<file path="src/rtl/gray_pkg.sv">
// Shared definitions for the Gray/binary converter pipeline.
// - MODE_G2B / MODE_B2G: per-word conversion direction carried with the data.
// - gray2bin / bin2gray: conversions on a MAX_W-bit container. Callers zero-extend
//   narrower words and keep the low bits; zero-extension does not disturb the
//   low bits of either conversion, so the functions serve any width up to MAX_W.
package gray_pkg;

    localparam logic MODE_G2B = 1'b0;
    localparam logic MODE_B2G = 1'b1;

    localparam int unsigned MAX_W = 64;

    // Each binary bit is the XOR of all Gray bits from the MSB down to it.
    function automatic logic [MAX_W-1:0] gray2bin(input logic [MAX_W-1:0] g);
        logic [MAX_W-1:0] b;
        b[MAX_W-1] = g[MAX_W-1];
        for (int i = MAX_W - 2; i >= 0; i--) begin
            b[i] = b[i+1] ^ g[i];
        end
        return b;
    endfunction

    function automatic logic [MAX_W-1:0] bin2gray(input logic [MAX_W-1:0] b);
        return b ^ (b >> 1);
    endfunction

endpackage

</file>
<file path="src/rtl/gray_pipe_stage.sv">
// One pipeline slot: valid bit, mode and data word.
// Ports:
//   clk, rst_n      clock and synchronous active-low reset
//   load_en         slot may take the upstream contents this cycle (it is empty
//                   or its own contents move on in the same cycle)
//   up_valid/mode/data  contents offered by the previous slot or the input
//   valid/mode/data     registered contents of this slot
module gray_pipe_stage #(
    parameter int unsigned WIDTH = 8
) (
    input  logic             clk,
    input  logic             rst_n,
    input  logic             load_en,
    input  logic             up_valid,
    input  logic             up_mode,
    input  logic [WIDTH-1:0] up_data,
    output logic             valid,
    output logic             mode,
    output logic [WIDTH-1:0] data
);

    logic             valid_q;
    logic             mode_q;
    logic [WIDTH-1:0] data_q;

    always_ff @(posedge clk) begin
        if (!rst_n) begin
            valid_q <= 1'b0;
            mode_q  <= 1'b0;
            data_q  <= '0;
        end else if (load_en) begin
            valid_q <= up_valid;
            // Payload only changes when a real word arrives; bubbles keep old data.
            if (up_valid) begin
                mode_q <= up_mode;
                data_q <= up_data;
            end
        end
    end

    assign valid = valid_q;
    assign mode  = mode_q;
    assign data  = data_q;

endmodule

</file>
<file path="src/rtl/gray_conv_pipe.sv">
// Pipelined Gray <-> binary converter with valid/ready on both sides.
// Ports:
//   clk, rst_n                      clock, synchronous active-low reset
//   in_valid/in_ready               input handshake (in_ready 0 during reset)
//   in_mode, in_data                direction (0 = Gray->bin, 1 = bin->Gray) and word
//   out_valid/out_ready             output handshake
//   out_mode, out_data              direction and converted word, held while stalled
//   xfer_cnt                        wrapping count of output transfers
// The conversion is done in front of stage 0; PIPE register stages follow, so a
// word loaded at edge N is visible after edge N+PIPE-1.
module gray_conv_pipe
    import gray_pkg::*;
#(
    parameter int unsigned WIDTH = 8,
    parameter int unsigned PIPE  = 2,
    parameter int unsigned CNT_W = 16
) (
    input  logic             clk,
    input  logic             rst_n,
    input  logic             in_valid,
    output logic             in_ready,
    input  logic             in_mode,
    input  logic [WIDTH-1:0] in_data,
    output logic             out_valid,
    input  logic             out_ready,
    output logic             out_mode,
    output logic [WIDTH-1:0] out_data,
    output logic [CNT_W-1:0] xfer_cnt
);

    logic [PIPE-1:0]  st_valid;
    logic [PIPE-1:0]  st_mode;
    logic [WIDTH-1:0] st_data [PIPE];
    logic [PIPE-1:0]  load_en;

    logic [MAX_W-1:0] conv_full;
    logic [WIDTH-1:0] conv_data;

    always_comb begin
        conv_full = '0;
        if (in_mode == MODE_B2G) begin
            conv_full = bin2gray(MAX_W'(in_data));
        end else begin
            conv_full = gray2bin(MAX_W'(in_data));
        end
        conv_data = conv_full[WIDTH-1:0];
    end

    if (WIDTH < MAX_W) begin : g_conv_hi
        logic unused_conv_hi;
        assign unused_conv_hi = ^conv_full[MAX_W-1:WIDTH];
    end

    // A stage may load if it, or any stage after it, is empty, or if the
    // consumer takes the last word: the whole tail then shifts by one.
    always_comb begin
        logic room;
        load_en = '0;
        room    = out_ready;
        for (int i = int'(PIPE) - 1; i >= 0; i--) begin
            room       = room | ~st_valid[i];
            load_en[i] = room;
        end
    end

    for (genvar i = 0; i < PIPE; i++) begin : g_stage
        logic             up_valid;
        logic             up_mode;
        logic [WIDTH-1:0] up_data;

        if (i == 0) begin : g_head
            assign up_valid = in_valid;
            assign up_mode  = in_mode;
            assign up_data  = conv_data;
        end else begin : g_body
            assign up_valid = st_valid[i-1];
            assign up_mode  = st_mode[i-1];
            assign up_data  = st_data[i-1];
        end

        gray_pipe_stage #(
            .WIDTH(WIDTH)
        ) u_stage (
            .clk      (clk),
            .rst_n    (rst_n),
            .load_en  (load_en[i]),
            .up_valid (up_valid),
            .up_mode  (up_mode),
            .up_data  (up_data),
            .valid    (st_valid[i]),
            .mode     (st_mode[i]),
            .data     (st_data[i])
        );
    end

    assign in_ready  = rst_n & load_en[0];
    assign out_valid = st_valid[PIPE-1];
    assign out_mode  = st_mode[PIPE-1];
    assign out_data  = st_data[PIPE-1];

    logic [CNT_W-1:0] xfer_cnt_q;

    always_ff @(posedge clk) begin
        if (!rst_n) begin
            xfer_cnt_q <= '0;
        end else if (out_valid && out_ready) begin
            xfer_cnt_q <= xfer_cnt_q + CNT_W'(1);
        end
    end

    assign xfer_cnt = xfer_cnt_q;

endmodule

</file>
<file path="config.mk">
export PLATFORM = sky130hd
export DESIGN_NAME = gray_conv_pipe
export DESIGN_NICKNAME = d
export VERILOG_FILES = /design/src/rtl/gray_pkg.sv /design/src/rtl/gray_pipe_stage.sv /design/src/rtl/gray_conv_pipe.sv
export SDC_FILE = /design/constraint.sdc
export NUM_CORES = 1
export LEC_CHECK = 0
export CORE_ASPECT_RATIO = 0.9
export CORE_MARGIN = 1
export CORE_UTILIZATION = 55
export CTS_BUF_LIST = sky130_fd_sc_hd__clkbuf_2 sky130_fd_sc_hd__clkbuf_4 sky130_fd_sc_hd__clkbuf_8
export CTS_CLUSTER_DIAMETER = 100
export DETAILED_ROUTE_END_ITERATION = 7
export PLACE_DENSITY = 0.87
export SETUP_SLACK_MARGIN = 0.15
export SLEW_MARGIN = 15
export SYNTH_ARGS = -nofsm -noshare
export SYNTH_HDL_FRONTEND = slang
export SYNTH_HIERARCHICAL = 1
export SYNTH_SLANG_ARGS = --single-unit
</file>
<file path="constraint.sdc">
create_clock -name clk -period 3.7 [get_ports clk]
set_clock_uncertainty 0.05 [all_clocks]
set_input_delay 0.74 -clock clk [delete_from_list [all_inputs] [get_ports clk]]
set_output_delay 0.74 -clock clk [all_outputs]
set_load 0.01 [all_outputs]
</file>
==> results of run 1 <==
routing by layer:
metal,GRT usage,wire length [µm]
met5,0,0
met4,0.0844,52
met3,0.0492,196
met2,0.286,1430
met1,0.318,1600
critical path: cells and delay by family:
kind	cells	cell delay [ns]
buf+inv	2	1.16
simple gates	2	0.30
metrics by stage:
stage,hold WS (ns),util,area [µm²]
finish,0.402,0.759,2170
global route,0.422,0.759,2170
CTS,0.408,0.759,2170
detailed placement,0.393,0.731,2090
global placement,0.387,0.731,2090
floorplan,0.379,-,1740
layout by cell type (no fill, tap or decap), types with 6 or more instances in the layout:
cell,instances
sky130_fd_sc_hd__xnor2_1,14
sky130_fd_sc_hd__xor2_1,10
sky130_fd_sc_hd__o21ai_1,18
sky130_fd_sc_hd__a21oi_1,6
sky130_fd_sc_hd__dfxtp_1,36
sky130_fd_sc_hd__nor2_1,14
sky130_fd_sc_hd__nand4_1,25
sky130_fd_sc_hd__nand2_1,24
sky130_fd_sc_hd__clkdlybuf4s50_1,39
worst paths after layout:
path / startpoint / to / slack [ns] / cells after the start
worst min-delay path: g_stage[1].u_stage/mode$_SDFFE_PN0P_ / g_stage[1].u_stage/mode$_SDFFE_PN0P_ / 0.40 / 2
worst max register to register: xfer_cnt[3]$_SDFFE_PN0P_ / xfer_cnt[15]$_SDFFE_PN0P_ / 1.94 / 4
worst min register to register: g_stage[1].u_stage/mode$_SDFFE_PN0P_ / g_stage[1].u_stage/mode$_SDFFE_PN0P_ / 0.40 / 2
worst max-delay path: out_ready / in_ready / 0.71 / 4
logic make-up (layout without fill, tap and decap cells):
family,count (synthesis),after routing,synth area share
multiplexers,3,3,0.0173
AO/OA/AOI/OAI,31,31,0.0937
XOR/XNOR,24,24,0.121
AND/OR/NAND/NOR,91,91,0.280
buffers and inverters,17,52,0.0649
flip-flops,36,36,0.415
adder cells (fa/ha/maj),1,1,0.00721
synthesized netlist by cell type:
cell,number,area share
sky130_fd_sc_hd__dfxtp_1,36,0.42
sky130_fd_sc_hd__nand4_1,25,0.090
sky130_fd_sc_hd__nand2_1,24,0.052
sky130_fd_sc_hd__o21ai_1,18,0.052
sky130_fd_sc_hd__nor2_1,14,0.030
sky130_fd_sc_hd__xnor2_1,14,0.071
sky130_fd_sc_hd__xor2_1,10,0.050
sky130_fd_sc_hd__a21oi_1,6,0.017
sky130_fd_sc_hd__buf_6,5,0.032
sky130_fd_sc_hd__nand3_1,5,0.014
sky130_fd_sc_hd__nor2b_1,5,0.018
sky130_fd_sc_hd__clkbuf_1,4,0.0086
sky130_fd_sc_hd__o21ai_0,4,0.012
sky130_fd_sc_hd__or3_1,4,0.014
sky130_fd_sc_hd__buf_2,3,0.0086
sky130_fd_sc_hd__inv_1,3,0.0065
sky130_fd_sc_hd__mux2i_1,3,0.017
sky130_fd_sc_hd__and2_4,2,0.010
sky130_fd_sc_hd__and4_1,2,0.010
sky130_fd_sc_hd__buf_4,2,0.0086
sky130_fd_sc_hd__nor3_1,2,0.0058
sky130_fd_sc_hd__o21a_1,2,0.0086
sky130_fd_sc_hd__and2_1,1,0.0036
sky130_fd_sc_hd__and3_1,1,0.0036
sky130_fd_sc_hd__and4_2,1,0.0058
sky130_fd_sc_hd__ha_1,1,0.0072
sky130_fd_sc_hd__nand3_2,1,0.0058
sky130_fd_sc_hd__nand3b_1,1,0.0043
sky130_fd_sc_hd__o31ai_1,1,0.0043
sky130_fd_sc_hd__or2_1,1,0.0036
sky130_fd_sc_hd__or2b_1,1,0.0043
sky130_fd_sc_hd__or4_1,1,0.0043
power by group through the flow:
| stage | clock network [mW] | logic, mW | registers, mW |
|---|---|---|---|
| final | 0.272 | 0.0980 | 0.411 |
| after global placement | 0 | 0.0963 | 0.420 |
| after CTS | 0.272 | 0.0986 | 0.411 |
| after detailed placement | 0 | 0.0983 | 0.420 |
| after global routing | 0.293 | 0.108 | 0.413 |
| after floorplan | 0 | 0.0695 | 0.419 |
state kept, by name (all words and copies together) (netlist names):
| signal | flops |
|---|---|
| g_stage.u_stage/data | 16 |
| g_stage.u_stage/mode | 2 |
| g_stage.u_stage/valid | 2 |
| xfer_cnt | 16 |
layout make-up:
type,instances,area [µm²],area share
multi-input combinational,150,902,0.416
clock inverter,3,42.5,0.0196
timing repair buffer,41,405,0.187
inverter,3,11.3,0.00519
tap,40,50.0,0.0231
clock buffer,5,37.5,0.0173
sequential,36,721,0.332
==> qor.yml, run 1 <==
setup_path:
  cp_data_arrival_time_ns: 2.20
  crit_top_cell: "sky130_fd_sc_hd__clkdlybuf4s50_1"
  crit_required_ns: 2.91
  critical-path-max-stage-delay_ns: 0.63
  critPathMaxFanout: 8
  critPathLaunchType: "input port"
  worstPathCellList: "clkdlybuf4s50_1, nand3b_1, and2_1, clkdlybuf4s50_1"
  timing.setup.critical_path_class: "in2out"
  timing.critical_path.to_type: "output pin"
  crit_path_top_delay_cell: "sky130_fd_sc_hd__clkdlybuf4s50_1"
power_and_ir_drop:
  power.density_cell_area_nw_per_um2: 360
  p_sw_mw: 0.189
  internal_power_mw: 0.592
  clkPwrFrac: 0.348
  share_comb_of_total_power: 0.125
  design_power_total_mw: 0.781
  ir_worst_vdd_v: 0.000222
  power.static_leakage_nw: 0.730
  switching_share: 0.242
  power_share_of_the_sequential_group: 0.526
timing:
  layout_worst_path_cycle_share: 0.809
  setup_viol_count_final: 0
  post-route-min-period_ns: 2.99
  max_slew_margin: 0.660
  max_freq_ghz: 0.334
  worstMarginPinSlew_ns: 0.510
  final_ws_setup_ns: 0.707
  grt_setup_unrepaired: "false"
  final-max-slew-violation-count: 0
  aggregate_negative_setup_slack_ns: 0
  timing_hold_violations_final: 0
layout:
  finish.cell_count_without_fillers: 278
  area_delta_synth_final_pct: 25.0
  design.final.nets: 251
  n_antenna_cell: 0
  layout.filler_cells: 216
  post_route_cells_drive_above_1_share: 0.0588
clocking:
  post_cts_hold_buffer_count: 0
  cts.path.max_buffers: 2
  ctsRootBufferMaster: "sky130_fd_sc_hd__clkbuf_4"
  postCtsResizedCells: 0
  insertion_delay_ns: 0.33
  worst_setup_hold_path_clk_slew_ns: 0.10
  post-cts-setup-buffer-count: 0
  numCtsBuffers: 5
  h-tree-depth: 2
  clock-sinks: 36
  clock_tree_from_tritoncts: "yes"
route:
  routedWlPerCell_um: 11.8
  first_pass_iters: 4
  drt_iter0_drc: 130
  routed_wl_um: 3280
  dr_total_vias: 1494
  drt.antenna.violating_nets: 0
  drc_errors: 0
  vias_per_cell: 5.37
placed_design:
  hpwlAfterDp_um: 2290
  numPortBuffers: 39
  dp.cells: 270
  placement.setup.worst_slack_ns: 0.737
  weighted_congestion_reported_at_the_end_of_routability_driven_placement: 0.760
die:
  fp.dieW_um: 61.2
  initial_core_util: 0.607
  row_count: 18
  core_box_area_um2: 2860
  dieArea_um2: 3380
  die_h_um: 55.3
  num_io_pins: 40
synth:
  count_of_state_elements_after_synthesis: 36
  synth.net_count: 217
  mappedNetlistArea_um2: 1740
  ys.warnings.count: 6
  post_synth_num_cell_types: 32
  synth_area_per_cell_um2: 8.55
  post_synthesis_sequential_area_ratio: 0.415
  netlist_instances: 203
global_routing:
  grt_max_degree: 40
  number_of_antenna_violations_at_the_first_check_in_global_routing: 0
  first_global_vias: 1177
  gr-total-overflow: 0
  wire_length_of_the_first_global_routing_pass_um: 5460
  grt_util_all_layers: 0.211
flow_run:
  drv_cap: 0
min_path:
  min-delay-path-class: "reg2reg"
status:
  outcome: "finished clean"
No activity file was read; power rests on OpenSTA's default activity.
==> run 2, diff against run 1 <==
--- a/config.mk
+++ b/config.mk
@@ -7,11 +7,11 @@
 export LEC_CHECK = 0
 export CORE_ASPECT_RATIO = 0.9
 export CORE_MARGIN = 1
-export CORE_UTILIZATION = 55
+export CORE_UTILIZATION = 46
 export CTS_BUF_LIST = sky130_fd_sc_hd__clkbuf_2 sky130_fd_sc_hd__clkbuf_4 sky130_fd_sc_hd__clkbuf_8
 export CTS_CLUSTER_DIAMETER = 100
 export DETAILED_ROUTE_END_ITERATION = 7
-export PLACE_DENSITY = 0.87
+export PLACE_DENSITY = 0.77
 export SETUP_SLACK_MARGIN = 0.15
 export SLEW_MARGIN = 15
 export SYNTH_ARGS = -nofsm -noshare
==> constraint.sdc (replaced) <==
create_clock -name clk -period 2.69 [get_ports clk]
set_clock_uncertainty 0.05 [all_clocks]
set_input_delay 0.538 -clock clk [delete_from_list [all_inputs] [get_ports clk]]
set_output_delay 0.538 -clock clk [all_outputs]
set_load 0.01 [all_outputs]
==> run 2 against run 1 <==
- flip-flop and latch count unchanged
- sequential power up 38%
- combinational power up 38%
- first-iteration DRC count down 17%
- cell area up 0.63%
- critical path depth unchanged
- power up 35%
- wire length down 2.6%
- non-clock buffer count up 1
- utilization down 13 points
- die area up 19%
- critical path type unchanged
- critical endpoint unchanged
- largest cell class unchanged
==> qor.yml, run 2 (synthesis gave the netlist of run 1 again) <==
layout:
  area_delta_synth_final_pct: 25.8
  layout_common_cells: "sky130_fd_sc_hd__clkdlybuf4s50_1 (39), sky130_fd_sc_hd__dfxtp_1 (36), sky130_fd_sc_hd__nand4_1 (25), sky130_fd_sc_hd__nand2_1 (24), sky130_fd_sc_hd__o21ai_1 (18)"
  n_antenna_cell: 0
  most_common_cell_after_layout_fill_and_taps_aside: "sky130_fd_sc_hd__clkdlybuf4s50_1"
  post-route-cell-area_um2: 2180
  design.final.nets: 252
  post_route_cells_drive_above_1_share: 0.0588
timing:
  setup_viol_count_final: 0
  post-route-min-period_ns: 2.41
  max_freq_ghz: 0.415
  final-max-slew-violation-count: 0
  max_slew_margin: 0.668
  worstMarginPinSlew_ns: 0.497
  grt_setup_unrepaired: "false"
  layout_worst_path_cycle_share: 0.895
  aggregate_negative_setup_slack_ns: 0
  timing_hold_violations_final: 0
clocking:
  clock-sinks: 36
  postCtsResizedCells: 0
  clock_tree_from_tritoncts: "yes"
  h-tree-depth: 2
  ctsRootBufferMaster: "sky130_fd_sc_hd__clkbuf_8"
  post-cts-setup-buffer-count: 0
  post_cts_hold_buffer_count: 0
  worst_setup_hold_path_clk_slew_ns: 0.07
  cts.path.max_buffers: 2
  numCtsBuffers: 5
  insertion_delay_ns: 0.27
global_routing:
  wire_length_of_the_first_global_routing_pass_um: 5440
  number_of_antenna_violations_at_the_first_check_in_global_routing: 0
  grt_max_degree: 40
  first_global_vias: 1235
  grt_util_all_layers: 0.177
  gr-total-overflow: 0
power_and_ir_drop:
  ir_worst_vdd_v: 0.000259
  power.density_cell_area_nw_per_um2: 483
  power.static_leakage_nw: 0.738
route:
  routed_wl_um: 3200
  drt.antenna.violating_nets: 0
  drt_iter0_drc: 108
  first_pass_iters: 4
  routedWlPerCell_um: 11.3
  vias_per_cell: 5.21
  dr_total_vias: 1468
  drc_errors: 0
die:
  core_box_area_um2: 3480
  fp.dieW_um: 66.7
  row_count: 20
  dieArea_um2: 4020
  initial_core_util: 0.499
  die_h_um: 60.3
  num_io_pins: 40
setup_path:
  critPathLaunchType: "input port"
  cp_data_arrival_time_ns: 1.82
  critPathMaxFanout: 2
  timing.reg2reg.worst_path_depth: 4
  worstPathCellList: "clkdlybuf4s50_1, nand3b_1, and2_1, clkdlybuf4s50_1"
  crit_top_cell: "sky130_fd_sc_hd__clkdlybuf4s50_1"
  timing.critical_path.to_type: "output pin"
  timing.critical_path.buf_inv: 2
  crit_required_ns: 2.10
  crit_path_top_delay_cell: "sky130_fd_sc_hd__clkdlybuf4s50_1"
  crit_cells: 4
  critical-path-max-stage-delay_ns: 0.53
  timing.setup.critical_path_class: "in2out"
  critPathTopFamily: "buffers and inverters"
min_path:
  min-delay-path-class: "reg2reg"
  whs_path_depth: 2
placed_design:
  numPortBuffers: 39
  hpwlAfterDp_um: 2310
  weighted_congestion_reported_at_the_end_of_routability_driven_placement: 0.773
  placement_stage_cell_area_um2: 2100
flow_run:
  drv_cap: 0
status:
  outcome: "finished clean"
[run 2: area by class of cell]
| cell class | count | area (µm²) |
|---|---|---|
| Fill cell | 329 | 1290 |
| Sequential cell | 36 | 721 |
| Clock inverter | 1 | 5.00 |
| Clock buffer | 6 | 76.3 |
| Timing Repair Buffer | 42 | 413 |
| Tap cell | 44 | 55.1 |
| Inverter | 3 | 11.3 |
| Multi-Input combinational cell | 150 | 902 |
[run 2: worst paths after layout]
path / startpoint / to / slack (ns)
setup reg to reg: xfer_cnt[3]$_SDFFE_PN0P_ / xfer_cnt[15]$_SDFFE_PN0P_ / 0.99
hold reg to reg: g_stage[1].u_stage/data[1]$_SDFFE_PN0P_ / g_stage[1].u_stage/data[1]$_SDFFE_PN0P_ / 0.40
setup / recovery: out_ready / in_ready / 0.28
hold / removal: g_stage[1].u_stage/data[1]$_SDFFE_PN0P_ / g_stage[1].u_stage/data[1]$_SDFFE_PN0P_ / 0.40
[run 2: stage by stage]
stage          hold WS, ns  setup WS (ns)  utilization  total power [mW]  std cells
6_report             0.399          0.283        0.628              1.06        282
5_1_grt              0.425          0.197        0.628              1.10        282
4_1_cts              0.403          0.278        0.628              1.07        282
3_5_place_dp         0.393          0.290        0.604             0.713        275
3_3_place_gp         0.387          0.286        0.604             0.712        275
2_1_floorplan        0.379          0.978            -             0.672        203
[run 2: where the power goes]
group | internal (mW) | switching, mW
sequential | 0.552 | 0.0136
clock | 0.186 | 0.168
combinational | 0.0698 | 0.0653
total | 0.808 | 0.247
[run 2: metal layers]
metal / vias to the layer above / wire length [µm] / global-route usage / part of all wire
li1: 774 / - / - / -
met1: 662 / 1670 / 0.254 / 0.52
met2: 28 / 1380 / 0.254 / 0.43
met3: 4 / 105 / 0.0420 / 0.033
met4: 0 / 38 / 0.0638 / 0.012
met5: - / 0 / 0 / 0
[run 2: worst min-delay path: stages (launching register included)]
cell	delay, ns
sky130_fd_sc_hd__dfxtp_1	0.31
sky130_fd_sc_hd__nand2_1	0.05
sky130_fd_sc_hd__o21ai_1	0.05
==> run 3, diff against run 2 <==
--- a/config.mk
+++ b/config.mk
@@ -11,10 +11,10 @@
 export CTS_BUF_LIST = sky130_fd_sc_hd__clkbuf_2 sky130_fd_sc_hd__clkbuf_4 sky130_fd_sc_hd__clkbuf_8
 export CTS_CLUSTER_DIAMETER = 100
 export DETAILED_ROUTE_END_ITERATION = 7
-export PLACE_DENSITY = 0.77
+export MAX_ROUTING_LAYER = met4
+export PLACE_DENSITY = 0.78
 export SETUP_SLACK_MARGIN = 0.15
 export SLEW_MARGIN = 15
 export SYNTH_ARGS = -nofsm -noshare
 export SYNTH_HDL_FRONTEND = slang
-export SYNTH_HIERARCHICAL = 1
 export SYNTH_SLANG_ARGS = --single-unit
==> run 3 against run 2 <==
- global-route usage increased by 1.1 points
- cell area grew 2.4%
- sequential power is essentially flat
- fmax decreased by 0.68%
- register-to-register slack lost 0.03 ns
- die area decreased by 3.6%
- wire length is 1.7% lower
- critical path depth is the same
- non-clock buffer count up 2
- utilization is 2.4 points higher
- power rose by 16%
- hold slack better by 0.0044 ns
==> qor.yml, run 3 <==
setup_path:
  crit_required_ns: 2.10
  critical_path.endpoint: "in_ready"
  cp_data_arrival_time_ns: 1.84
  timing.reg2reg.worst_path_depth: 4
  worst_setup_path_startpoint: "out_ready"
  critPathLaunchType: "input port"
  critical_path.reg2reg.startpoint: "g_stage[1].u_stage.valid$_SDFFE_PN0P_"
  timing.setup.critical_path_class: "in2out"
  reg2reg_setup_slack_ns: 0.96
  crit-reg2reg-capture: "xfer_cnt[15]$_SDFFE_PN0P_"
  critPathMaxFanout: 4
  timing.critical_path.to_type: "output pin"
route:
  routedWlPerCell_um: 11.5
  drt.antenna.violating_nets: 0
  first_pass_iters: 6
  drc_errors: 0
  drt_iter0_drc: 70
  vias_per_cell: 5.11
  routed_wl_um: 3140
  dr_total_vias: 1400
timing:
  max_freq_ghz: 0.413
  final-max-slew-violation-count: 0
  max_slew_margin: 0.766
  hold_ws_ns: 0.404
  grt_setup_unrepaired: "false"
  setup_viol_count_final: 0
  aggregate_negative_setup_slack_ns: 0
  timing_hold_violations_final: 0
  worstMarginPinSlew_ns: 0.349
  layout_worst_path_cycle_share: 0.901
  post-route-min-period_ns: 2.42
synth:
  yosys.area.top_type: "sky130_fd_sc_hd__dfxtp_1"
  synthTopCellsByCount: "sky130_fd_sc_hd__dfxtp_1 (36), sky130_fd_sc_hd__nor2_1 (23), sky130_fd_sc_hd__a21oi_1 (14), sky130_fd_sc_hd__nand2_1 (14), sky130_fd_sc_hd__xor2_1 (11)"
  netlist_instances: 187
  post_synthesis_sequential_area_ratio: 0.431
  mappedNetlistArea_um2: 1670
  synth-async-reset-ratio: 0
  synth.most_common_cell: "sky130_fd_sc_hd__dfxtp_1"
  ys.warnings.count: 0
  synthFlopType: "sky130_fd_sc_hd__dfxtp_1"
  synth_area_per_cell_um2: 8.93
  post_synth_num_cell_types: 35
  count_of_state_elements_after_synthesis: 36
  largest_cells_by_area_after_synthesis: "sky130_fd_sc_hd__dfxtp_1 (43%), sky130_fd_sc_hd__mux2i_1 (6.0%), sky130_fd_sc_hd__xor2_1 (5.8%)"
  synthDominantCellAreaShare: 0.431
  synth-edff-count: 0
  synth.net_count: 201
layout:
  most_common_cell_after_layout_fill_and_taps_aside: "sky130_fd_sc_hd__clkdlybuf4s50_1"
  layout.filler_cells: 302
  layout_common_cells: "sky130_fd_sc_hd__clkdlybuf4s50_1 (39), sky130_fd_sc_hd__dfxtp_1 (36), sky130_fd_sc_hd__nor2_1 (23), sky130_fd_sc_hd__a21oi_1 (14), sky130_fd_sc_hd__nand2_1 (14)"
  post_route_cells_drive_above_1_share: 0.0783
  design.final.nets: 243
  area_delta_synth_final_pct: 33.9
  n_antenna_cell: 0
die:
  row_count: 20
  num_io_pins: 40
  die_h_um: 59.2
  dieArea_um2: 3880
  fp.dieW_um: 65.5
  initial_core_util: 0.487
  core_box_area_um2: 3430
clocking:
  cts.path.max_buffers: 2
  clock_tree_from_tritoncts: "yes"
  insertion_delay_ns: 0.29
  numCtsBuffers: 5
  postCtsResizedCells: 0
  worst_setup_hold_path_clk_slew_ns: 0.06
  post-cts-setup-buffer-count: 0
  post_cts_hold_buffer_count: 0
  h-tree-depth: 2
  ctsRootBufferMaster: "sky130_fd_sc_hd__clkbuf_8"
  clock-sinks: 36
global_routing:
  grt_util_all_layers: 0.188
  first_global_vias: 1234
  gr-total-overflow: 0
  grt_max_degree: 34
  wire_length_of_the_first_global_routing_pass_um: 5270
  number_of_antenna_violations_at_the_first_check_in_global_routing: 0
power_and_ir_drop:
  switching_share: 0.221
  clkPwrFrac: 0.424
  power_share_of_the_sequential_group: 0.459
  power.density_cell_area_nw_per_um2: 549
  p_sw_mw: 0.272
  internal_power_mw: 0.956
  ir_worst_vdd_v: 0.000261
  share_comb_of_total_power: 0.118
  power.static_leakage_nw: 0.891
placed_design:
  weighted_congestion_reported_at_the_end_of_routability_driven_placement: 0.740
  numPortBuffers: 39
  hpwlAfterDp_um: 2240
flow_run:
  drv_cap: 0
status:
  outcome: "finished clean"
min_path:
  min-delay-path-class: "reg2reg"
[run 3: power groups by stage]
| stage | Sequential, mW | Combinational, mW | Clock [mW] |
|---|---|---|---|
| after global placement | 0.575 | 0.142 | 0 |
| after CTS | 0.563 | 0.145 | 0.529 |
| final | 0.563 | 0.144 | 0.520 |
| after floorplan | 0.575 | 0.0898 | 0 |
| after global routing | 0.565 | 0.160 | 0.552 |
| after detailed placement | 0.576 | 0.145 | 0 |
[run 3: final cells by class]
class / count / area, µm² / area share
Multi-Input combinational cell: 134 / 876 / 0.392
Clock inverter: 1 / 30.0 / 0.0134
Tap cell: 44 / 55.1 / 0.0246
Inverter: 8 / 30.0 / 0.0134
Sequential cell: 36 / 721 / 0.322
Clock buffer: 7 / 96.3 / 0.0431
Timing Repair Buffer: 44 / 428 / 0.191
[run 3: worst min-delay path by stage]
| stage | start | to | slack (ns) | cells past startpoint |
|---|---|---|---|---|
| 4_1_cts | g_stage[0].u_stage.data[4]$_SDFFE_PN0P_ | g_stage[0].u_stage.data[4]$_SDFFE_PN0P_ | 0.41 | 2 |
| 6_report | g_stage[0].u_stage.data[4]$_SDFFE_PN0P_ | g_stage[0].u_stage.data[4]$_SDFFE_PN0P_ | 0.40 | 2 |
| 3_5_place_dp | g_stage[0].u_stage.data[4]$_SDFFE_PN0P_ | g_stage[0].u_stage.data[4]$_SDFFE_PN0P_ | 0.40 | 2 |
| 5_1_grt | g_stage[0].u_stage.data[4]$_SDFFE_PN0P_ | g_stage[0].u_stage.data[4]$_SDFFE_PN0P_ | 0.43 | 2 |
| 3_3_place_gp | g_stage[0].u_stage.data[5]$_SDFFE_PN0P_ | g_stage[0].u_stage.data[5]$_SDFFE_PN0P_ | 0.39 | 2 |
| 2_1_floorplan | g_stage[0].u_stage.data[5]$_SDFFE_PN0P_ | g_stage[0].u_stage.data[5]$_SDFFE_PN0P_ | 0.38 | 2 |
[run 3: cell families (layout without fill, tap and decap cells)]
kind of cell,count (synthesis),in the layout,synth area share
DFF,36,36,0.431
muxes,10,10,0.0599
AOI/OAI and AO/OA,28,28,0.0959
adders and majority gates,1,1,0.00749
and+or+nand+nor,73,73,0.225
buffers and inverters,17,60,0.0442
xor gates and xnor gates,22,22,0.136
[run 3: critical path, cell delays in order]
cell	delay, ns
sky130_fd_sc_hd__clkdlybuf4s50_1	0.48
sky130_fd_sc_hd__nand3b_1	0.16
sky130_fd_sc_hd__and2_1	0.14
sky130_fd_sc_hd__clkdlybuf4s50_1	0.52
[run 3: metal layers]
| layer | up-vias | routed length [µm] | global-route usage |
|---|---|---|---|
| met1 | 634 | 1510 | 0.220 |
| met2 | 34 | 1470 | 0.297 |
| li1 | 727 | - | - |
| met3 | 5 | 119 | 0.0519 |
| met5 | - | 0 | - |
| met4 | 0 | 42 | 0.0932 |
[run 3: per-stage QoR]
stage	setup slack, ns	std cells	utilization	power (mW)	area, µm²
finish	0.267	274	0.652	1.23	2240
detailed placement	0.259	266	0.615	0.721	2110
CTS	0.254	274	0.652	1.24	2240
global placement	0.278	266	0.615	0.717	2110
floorplan	0.974	187	-	0.665	1670
global route	0.207	274	0.652	1.28	2240
